## src/rtl/instr_fetch_unit.sv

```systemverilog
// Fetch/decode stage between the free-running PC and the datapath control unit.
// Control-flow opcodes are resolved locally; everything else is issued over valid/ready.
module instr_fetch_unit #(
  parameter int               ADDR_W    = 12,
  parameter int               INSTR_W   = 24,
  parameter logic [ADDR_W-1:0] RESET_VEC = '0,
  parameter logic [7:0]       OP_NOP    = 8'h00,
  parameter logic [7:0]       OP_JMP    = 8'h01,
  parameter logic [7:0]       OP_JZ     = 8'h02,
  parameter logic [7:0]       OP_HALT   = 8'hFF
) (
  input  logic               clk,
  input  logic               rst_n,
  input  logic [ADDR_W-1:0]  i_pc_addr,
  output logic               o_pc_jmp,
  output logic [ADDR_W-1:0]  o_pc_jmp_addr,
  output logic [ADDR_W-1:0]  o_rom_addr,
  input  logic [INSTR_W-1:0] i_rom_rdata,
  input  logic               i_zero_flag,
  output logic               o_issue_valid,
  input  logic               i_issue_ready,
  output logic [7:0]         o_issue_opcode,
  output logic [ADDR_W-1:0]  o_issue_operand,
  output logic               o_halted,
  output logic [15:0]        o_retired
);

  localparam logic [1:0] S_FETCH  = 2'd0;
  localparam logic [1:0] S_DECODE = 2'd1;
  localparam logic [1:0] S_ISSUE  = 2'd2;
  localparam logic [1:0] S_HALT   = 2'd3;

  logic [1:0]        r_state;
  logic [1:0]        w_next_state;
  logic              r_issue_valid;
  logic [7:0]        r_issue_opcode;
  logic [ADDR_W-1:0] r_issue_operand;
  logic [15:0]       r_retired;

  logic [7:0]        w_opcode;
  logic [ADDR_W-1:0] w_operand;
  logic              w_retire;
  logic              w_capture;
  logic              w_pc_jmp;
  logic [ADDR_W-1:0] w_pc_jmp_addr;
  logic              w_unused_bits;

  assign w_opcode      = i_rom_rdata[INSTR_W-1 -: 8];
  assign w_operand     = i_rom_rdata[ADDR_W-1:0];
  assign w_unused_bits = ^i_rom_rdata[INSTR_W-9:ADDR_W];

  assign o_rom_addr = i_pc_addr;

  // PC is held (jmp to itself) unless a state explicitly lets it advance or redirects it.
  always_comb begin
    w_next_state  = r_state;
    w_pc_jmp      = 1'b1;
    w_pc_jmp_addr = i_pc_addr;
    w_retire      = 1'b0;
    w_capture     = 1'b0;
    case (r_state)
      S_FETCH: w_next_state = S_DECODE;
      S_DECODE: begin
        w_next_state = S_FETCH;
        w_retire     = 1'b1;
        if (w_opcode == OP_NOP) begin
          w_pc_jmp = 1'b0;
        end else if (w_opcode == OP_JMP) begin
          w_pc_jmp_addr = w_operand;
        end else if (w_opcode == OP_JZ) begin
          if (i_zero_flag) w_pc_jmp_addr = w_operand;
          else             w_pc_jmp      = 1'b0;
        end else if (w_opcode == OP_HALT) begin
          w_next_state = S_HALT;
        end else begin
          w_next_state = S_ISSUE;
          w_retire     = 1'b0;
          w_capture    = 1'b1;
        end
      end
      S_ISSUE: begin
        if (r_issue_valid && i_issue_ready) begin
          w_pc_jmp     = 1'b0;
          w_retire     = 1'b1;
          w_next_state = S_FETCH;
        end
      end
      default: w_next_state = S_HALT;
    endcase
  end

  // Reset overrides combinationally so every edge during reset loads RESET_VEC.
  assign o_pc_jmp      = rst_n ? w_pc_jmp      : 1'b1;
  assign o_pc_jmp_addr = rst_n ? w_pc_jmp_addr : RESET_VEC;

  always_ff @(posedge clk or negedge rst_n) begin
    if (!rst_n) begin
      r_state         <= S_FETCH;
      r_issue_valid   <= 1'b0;
      r_issue_opcode  <= '0;
      r_issue_operand <= '0;
      r_retired       <= '0;
    end else begin
      r_state <= w_next_state;
      if (w_retire) r_retired <= r_retired + 16'd1;
      if (w_capture) begin
        r_issue_valid   <= 1'b1;
        r_issue_opcode  <= w_opcode;
        r_issue_operand <= w_operand;
      end else if (r_state == S_ISSUE && i_issue_ready) begin
        r_issue_valid <= 1'b0;
      end
    end
  end

  assign o_issue_valid   = r_issue_valid;
  assign o_issue_opcode  = r_issue_opcode;
  assign o_issue_operand = r_issue_operand;
  assign o_halted        = (r_state == S_HALT);
  assign o_retired       = r_retired;

endmodule

```

## config.mk

```make
export PLATFORM = sky130hd
export DESIGN_NAME = instr_fetch_unit
export DESIGN_NICKNAME = d
export VERILOG_FILES = /design/src/rtl/instr_fetch_unit.sv
export SDC_FILE = /design/constraint.sdc
export NUM_CORES = 1
export LEC_CHECK = 0
export ABC_AREA = 1
export BUFFER_PORTS_ARGS = -buffer_cell sky130_fd_sc_hd__buf_2
export CORE_ASPECT_RATIO = 0.9
export CORE_MARGIN = 2
export CORE_UTILIZATION = 54
export CTS_BUF_LIST = sky130_fd_sc_hd__clkbuf_8
export CTS_CLUSTER_DIAMETER = 200
export DETAILED_ROUTE_END_ITERATION = 10
export PLACE_DENSITY = 0.88
export SYNTH_ARGS = -nofsm -noshare
export SYNTH_HDL_FRONTEND = slang
export SYNTH_SLANG_ARGS = --single-unit
```

## constraint.sdc

```tcl
create_clock -name clk -period 4.4 [get_ports clk]
set_input_delay 0.22 -clock clk [delete_from_list [all_inputs] [get_ports clk]]
set_output_delay 0.22 -clock clk [all_outputs]
set_load 0.02 [all_outputs]
```

==> results of run 1 <==
[routing by layer]
metal  wire length [µm]  vias up  track usage
met4                 99        0       0.0965
met3                309       10       0.0368
met5                  0        -            0
met2               2820       85        0.408
met1               2530     1128        0.282
li1                   -     1238            -
[placed cells by master (no fill, tap or decap), types with 2 or more instances in the layout]
| master | Yosys | final |
|---|---|---|
| buf_2 | 4 | 98 |
| clkbuf_8 | 0 | 5 |
| dfrtp_1 | 39 | 39 |
| ha_1 | 5 | 5 |
| inv_1 | 32 | 34 |
| inv_2 | 2 | 2 |
| nand2_1 | 129 | 129 |
| nand2_2 | 2 | 2 |
| nand2_4 | 2 | 2 |
| nand3_1 | 42 | 42 |
| nand4_1 | 3 | 3 |
| nor2_1 | 44 | 44 |
| nor2_2 | 5 | 5 |
| nor3_1 | 3 | 3 |
| o21ai_0 | 3 | 3 |
| xnor2_1 | 5 | 5 |
| xor2_1 | 7 | 7 |
[per-stage QoR]
stage / utilization / cell area (µm²) / total power [mW] / hold slack [ns] / instances
final: 0.671 / 2970 / 1.51 / 0.179 / 499
after global routing: 0.671 / 2970 / 1.62 / 0.179 / 499
after CTS: 0.671 / 2970 / 1.52 / 0.174 / 499
after detailed placement: 0.650 / 2880 / 1.29 / 0.245 / 490
after global placement: 0.650 / 2880 / 1.26 / 0.235 / 490
after floorplan: - / 2490 / 1.09 / -0.0756 / 354
[where the power goes]
part / total (mW) / switching, mW / internal [mW]
registers: 0.550 / 0.0726 / 0.477
logic: 0.729 / 0.509 / 0.220
clock network: 0.229 / 0.123 / 0.107
total: 1.51 / 0.704 / 0.804
[path summary, 6_finish.rpt]
path | start | to | slack (ns) | depth (start not counted)
worst max-delay path | r_state[1] | o_issue_opcode[0] | 2.07 | 8
worst min-delay path | i_rom_rdata[4] | o_issue_operand[4] | 0.18 | 3
worst max register to register | r_state[1] | o_issue_opcode[0] | 2.07 | 8
worst min register to register | o_issue_opcode[1] | o_issue_opcode[1] | 0.47 | 2
max in group asynchronous | rst_n | o_retired[0] | 3.20 | 3
min in group asynchronous | rst_n | o_issue_operand[7] | 0.47 | 2
[sequential cells by signal (all words and copies together), names as in the netlist]
| register | cells |
|---|---|
| o_issue_opcode | 8 |
| o_issue_operand | 12 |
| o_issue_valid | 1 |
| o_retired | 16 |
| r_state | 2 |
[area by class of cell]
cell class | instances | area share
tap | 62 | 0.0261
inverter | 34 | 0.0429
clock buffer | 5 | 0.0232
sequential | 39 | 0.328
multi-input combinational | 256 | 0.404
clock inverter | 3 | 0.00421
timing repair buffer | 100 | 0.171
[repair_timing]
action,CTS,global route
resized for setup,0,0
endpoints found under the hold margin,18,0
hold buffers,1,0
[worst register-to-register path, delay by kind of cell (launching register included)]
family	cells	cell delay [ns]
adders and majority gates	1	0.20
DFF	1	0.40
AOI/OAI and AO/OA	1	0.34
and+or+nand+nor	3	0.85
buffers and inverters	3	0.45
[kinds of logic (layout without fill, tap and decap cells)]
group | count (synthesis) | count (layout) | synth area share
flip-flops | 39 | 39 | 0.392
buffers and inverters | 59 | 142 | 0.126
XOR/XNOR | 12 | 12 | 0.0422
adder cells (fa/ha/maj) | 5 | 5 | 0.0251
AO/OA/AOI/OAI | 7 | 7 | 0.0191
AND/OR/NAND/NOR | 232 | 232 | 0.396
==> impl_metrics.ini, run 1 <==
[synth]
synthCells = 354
synth_ff_type = dfrtp_1
synthArstFlopShare = 1.00
synth_cell_type_count = 25
syn_area_um2 = 2490
yosysMostFrequentCell = nand2_1
yosys_warnings = 0
synth.top_cell.area_share = 0.392
synth-seq-area-share = 0.392
syn-num-nets = 399
syn_avg_cell_area_um2 = 7.03
yosys_register_bits = 39
ys_top_cells_by_area = dfrtp_1 (39%), nand2_1 (19%), nand3_1 (8.4%), nor2_1 (6.6%), buf_4 (5.1%)
yosysTopAreaCell = dfrtp_1
synth_edf_count = 0
synthTopCellsByCount = nand2_1 (129), nor2_1 (44), nand3_1 (42)

[timing]
rsz0062_at_grt = false
drv_slew = 0
tightest_slew_ns = 0.752
clock_skew_ns = 0.00533
setup_tns_ns = 0
timing.final.crit_share = 0.529
setup_slack_ns = 2.07
slew_headroom = 0.498
maxClockFrequency_mhz = 430
fin_crit_ns = 2.33
hold_viol_final = 0
setup_viol = 0

[routing]
first_pass_iters = 6
viasPerCell = 4.93
postRouteAntennaNets = 0
totalWireLength_mm = 5.76
num_vias = 2461
first_iter_violations = 161
routedWlPerCell_um = 11.5
drc = 0

[critical_path]
crit_arrival_ns = 2.52
crit_fanout = 22
critPathTopFamily = simple AND/OR/NAND/NOR gates
crit_path_cell_trace = inv_1 > ha_1 > inv_1 > nor2_2 > nand2_1 > inv_2 > nand2_1 > o21ai_0
end_kind = flip-flop
cp_slowest_cell = nand2_1
max_stage_delay_ns = 0.54
worstSetupPathType = reg -> reg
cp_num_buf_inv = 3
worstSetupStartpointType = flip-flop
required_ns = 4.59

[cells_and_area]
antenna_cells = 0
multi_input_comb_area_um2 = 1200
layout-drive-gt1-share = 0.272
final_nets = 481
syn_to_final_growth_pct = 19.3
fillers = 405
regArea_um2 = 976

[job]
drv_cap = 0

[clock_tree]
htreeDepth = 2
postCtsSetupRepairBufs = 0
cts-root-buf = clkbuf_8
clk_pin_slew_ns = 0.07
cts_tree = built
cts_made_buffers = 5
cts.sinks = 39
clock_latency_ns = 0.29
clockBufferDepth = 2

[die]
initial_core_util = 0.562
num_rows = 23
dieArea_um2 = 5170
core_area_um2 = 4430
die_h_um = 68.4
dieWidth_um = 75.6
pin_count = 103

[status]
status = finished, final reports clean

[placed_design]
dpl_worst_slack_ns = 2.05
portBuffers = 98
place_congestion = 0.855
dpl.hpwl_mm = 4.28

[pwr]
power.leakage_nw = 1.78
max-vdd-ir-drop_v = 0.000278
powerDensity_nw_per_um2 = 508

[global_route]
grt_pass1_vias = 2226
grt_pass1_wl_mm = 9.29
grt-ovfl-total = 0
antenna_found_initial = 0
grt_max_degree = 29
grt_usage = 0.232

[hold_path]
hp-class = in -> reg
No activity file was read; power rests on OpenSTA's default activity.
==> inputs of run 2 (changes only) <==
--- a/config.mk
+++ b/config.mk
@@ -9,11 +9,11 @@
 export BUFFER_PORTS_ARGS = -buffer_cell sky130_fd_sc_hd__buf_2
 export CORE_ASPECT_RATIO = 0.9
 export CORE_MARGIN = 2
-export CORE_UTILIZATION = 54
+export CORE_UTILIZATION = 50
 export CTS_BUF_LIST = sky130_fd_sc_hd__clkbuf_8
 export CTS_CLUSTER_DIAMETER = 200
 export DETAILED_ROUTE_END_ITERATION = 10
-export PLACE_DENSITY = 0.88
+export PLACE_DENSITY = 0.83
 export SYNTH_ARGS = -nofsm -noshare
 export SYNTH_HDL_FRONTEND = slang
 export SYNTH_SLANG_ARGS = --single-unit
==> constraint.sdc (replaced) <==
create_clock -name clk -period 2.4 [get_ports clk]
set_input_delay 0.12 -clock clk [delete_from_list [all_inputs] [get_ports clk]]
set_output_delay 0.12 -clock clk [all_outputs]
set_load 0.02 [all_outputs]
==> run 2 against run 1 <==
Sequential share of layout area shrank 0.21 points. Total power grew 87%. First-iteration DRC count shrank 25%. Clock power grew 86%. Sequential power grew 84%. Critical endpoint is now o_pc_jmp_addr[2]. Highest routed layer unchanged.
==> impl_metrics.ini, run 2 (same netlist as run 1, synthesis figures left out) <==
[cells_and_area]
final_common_cell = nand2_1
final_nets = 483
antenna_cells = 0
stdcell_count = 504
fillers = 466
largest_reg_flops = 16
final_util = 0.619
syn_to_final_growth_pct = 20.1
mostFrequentLayoutCells = nand2_1 (129), buf_2 (98), nor2_1 (44)
layout-drive-gt1-share = 0.276

[critical_path]
critPathCapture = o_pc_jmp_addr[2]
rr_startpoint = r_state[1]
required_ns = 2.28
ff2ff_path_depth = 8
r2r_end = o_issue_opcode[0]
end_kind = primary output
worstSetupPathType = reg -> out
startpoint = r_state[1]
crit_fanout = 24
crit_arrival_ns = 1.99
worstSetupStartpointType = flip-flop
rrSetupSlack_ns = 0.42

[global_route]
antenna_found_initial = 0
grt_pass1_vias = 2326
grt-ovfl-total = 0
grt_usage = 0.223
grt_max_degree = 39
grt_pass1_wl_mm = 9.91

[routing]
first_pass_iters = 4
routedWlPerCell_um = 11.9
viasPerCell = 4.91
postRouteAntennaNets = 0
totalWireLength_mm = 6.00
num_vias = 2473
drc = 0
first_iter_violations = 121

[job]
drv_cap = 0

[clock_tree]
clock_latency_ns = 0.29
cts.sinks = 39
clockBufferDepth = 2
clk_pin_slew_ns = 0.08
cts-root-buf = clkbuf_8
htreeDepth = 2
cts_tree = built
cts_made_buffers = 5
postCtsSetupRepairBufs = 0

[timing]
setup_slack_ns = 0.285
timing.final.crit_share = 0.881
setup_tns_ns = 0
drv_slew = 0
setup_viol = 0
fin_crit_ns = 2.11
rsz0062_at_grt = false
hold_slack_ns = 0.0728
hold_viol_final = 0
slew_headroom = 0.474
maxClockFrequency_mhz = 473
tightest_slew_ns = 0.788
clock_skew_ns = 0.00378

[status]
status = finished, final reports clean

[die]
num_rows = 24
initial_core_util = 0.515
die_h_um = 70.9
dieArea_um2 = 5560
core_area_um2 = 4830
dieWidth_um = 78.4
pin_count = 103

[pwr]
powerDensity_nw_per_um2 = 941
power.leakage_nw = 1.79
max-vdd-ir-drop_v = 0.000571

[placed_design]
dpl_worst_slack_ns = 0.407
place_congestion = 0.846
portBuffers = 98
dp.cells = 495
dpl.hpwl_mm = 4.41

[hold_path]
hp-class = in -> reg
-- run 2: how the worst min path moves through the flow --
stage	startpoint	slack (ns)	to	cells past startpoint
floorplan	rst_n	-0.18	o_issue_opcode[0]	0
global placement	rst_n	0.24	o_issue_operand[5]	1
detailed placement	rst_n	0.25	o_issue_operand[10]	1
CTS	i_rom_rdata[8]	0.07	o_issue_operand[8]	3
global route	i_rom_rdata[3]	0.08	o_issue_operand[3]	3
finish	i_rom_rdata[3]	0.07	o_issue_operand[3]	3
-- run 2: metrics by stage --
stage	power [mW]	instance area [µm²]
2_1_floorplan	2.00	2490
3_3_place_gp	2.35	2900
3_5_place_dp	2.40	2900
4_1_cts	2.83	2990
5_1_grt	3.02	2990
6_report	2.81	2990
-- run 2: what timing repair did --
item                      in CTS  in global routing
hold buffers                   1                  0
gates resized for setup        0                  0
hold endpoints to repair      24                  0
-- run 2: area by class of cell --
type,instances,area (µm²),share of cell area
Inverter,34,128,0.0427
Timing Repair Buffer,102,523,0.175
Clock buffer,5,68.8,0.0230
Multi-Input combinational cell,256,1200,0.402
Tap cell,65,81.3,0.0272
Sequential cell,39,976,0.326
Clock inverter,3,12.5,0.00418
-- run 2: layer usage --
metal,track usage,vias up,wire [µm]
met4,0.115,0,152
li1,-,1242,-
met2,0.393,75,2980
met3,0.0497,16,331
met1,0.256,1140,2530
met5,0,-,0
-- run 2: worst max-delay path: stages (launching register included) --
cell     delay (ns)
dfrtp_1        0.40
inv_1          0.10
ha_1           0.21
inv_1          0.07
nor2_2         0.19
nand3_4        0.26
nand2_1        0.14
nand2_1        0.06
nor2_1         0.10
buf_2          0.17
-- run 2: report_power, final --
| part | total (mW) | internal, mW | leakage (nW) | switching [mW] |
|---|---|---|---|---|
| logic | 1.38 | 0.433 | 1.24 | 0.943 |
| registers | 1.01 | 0.875 | 0.500 | 0.136 |
| clock network | 0.427 | 0.196 | 0.0505 | 0.231 |
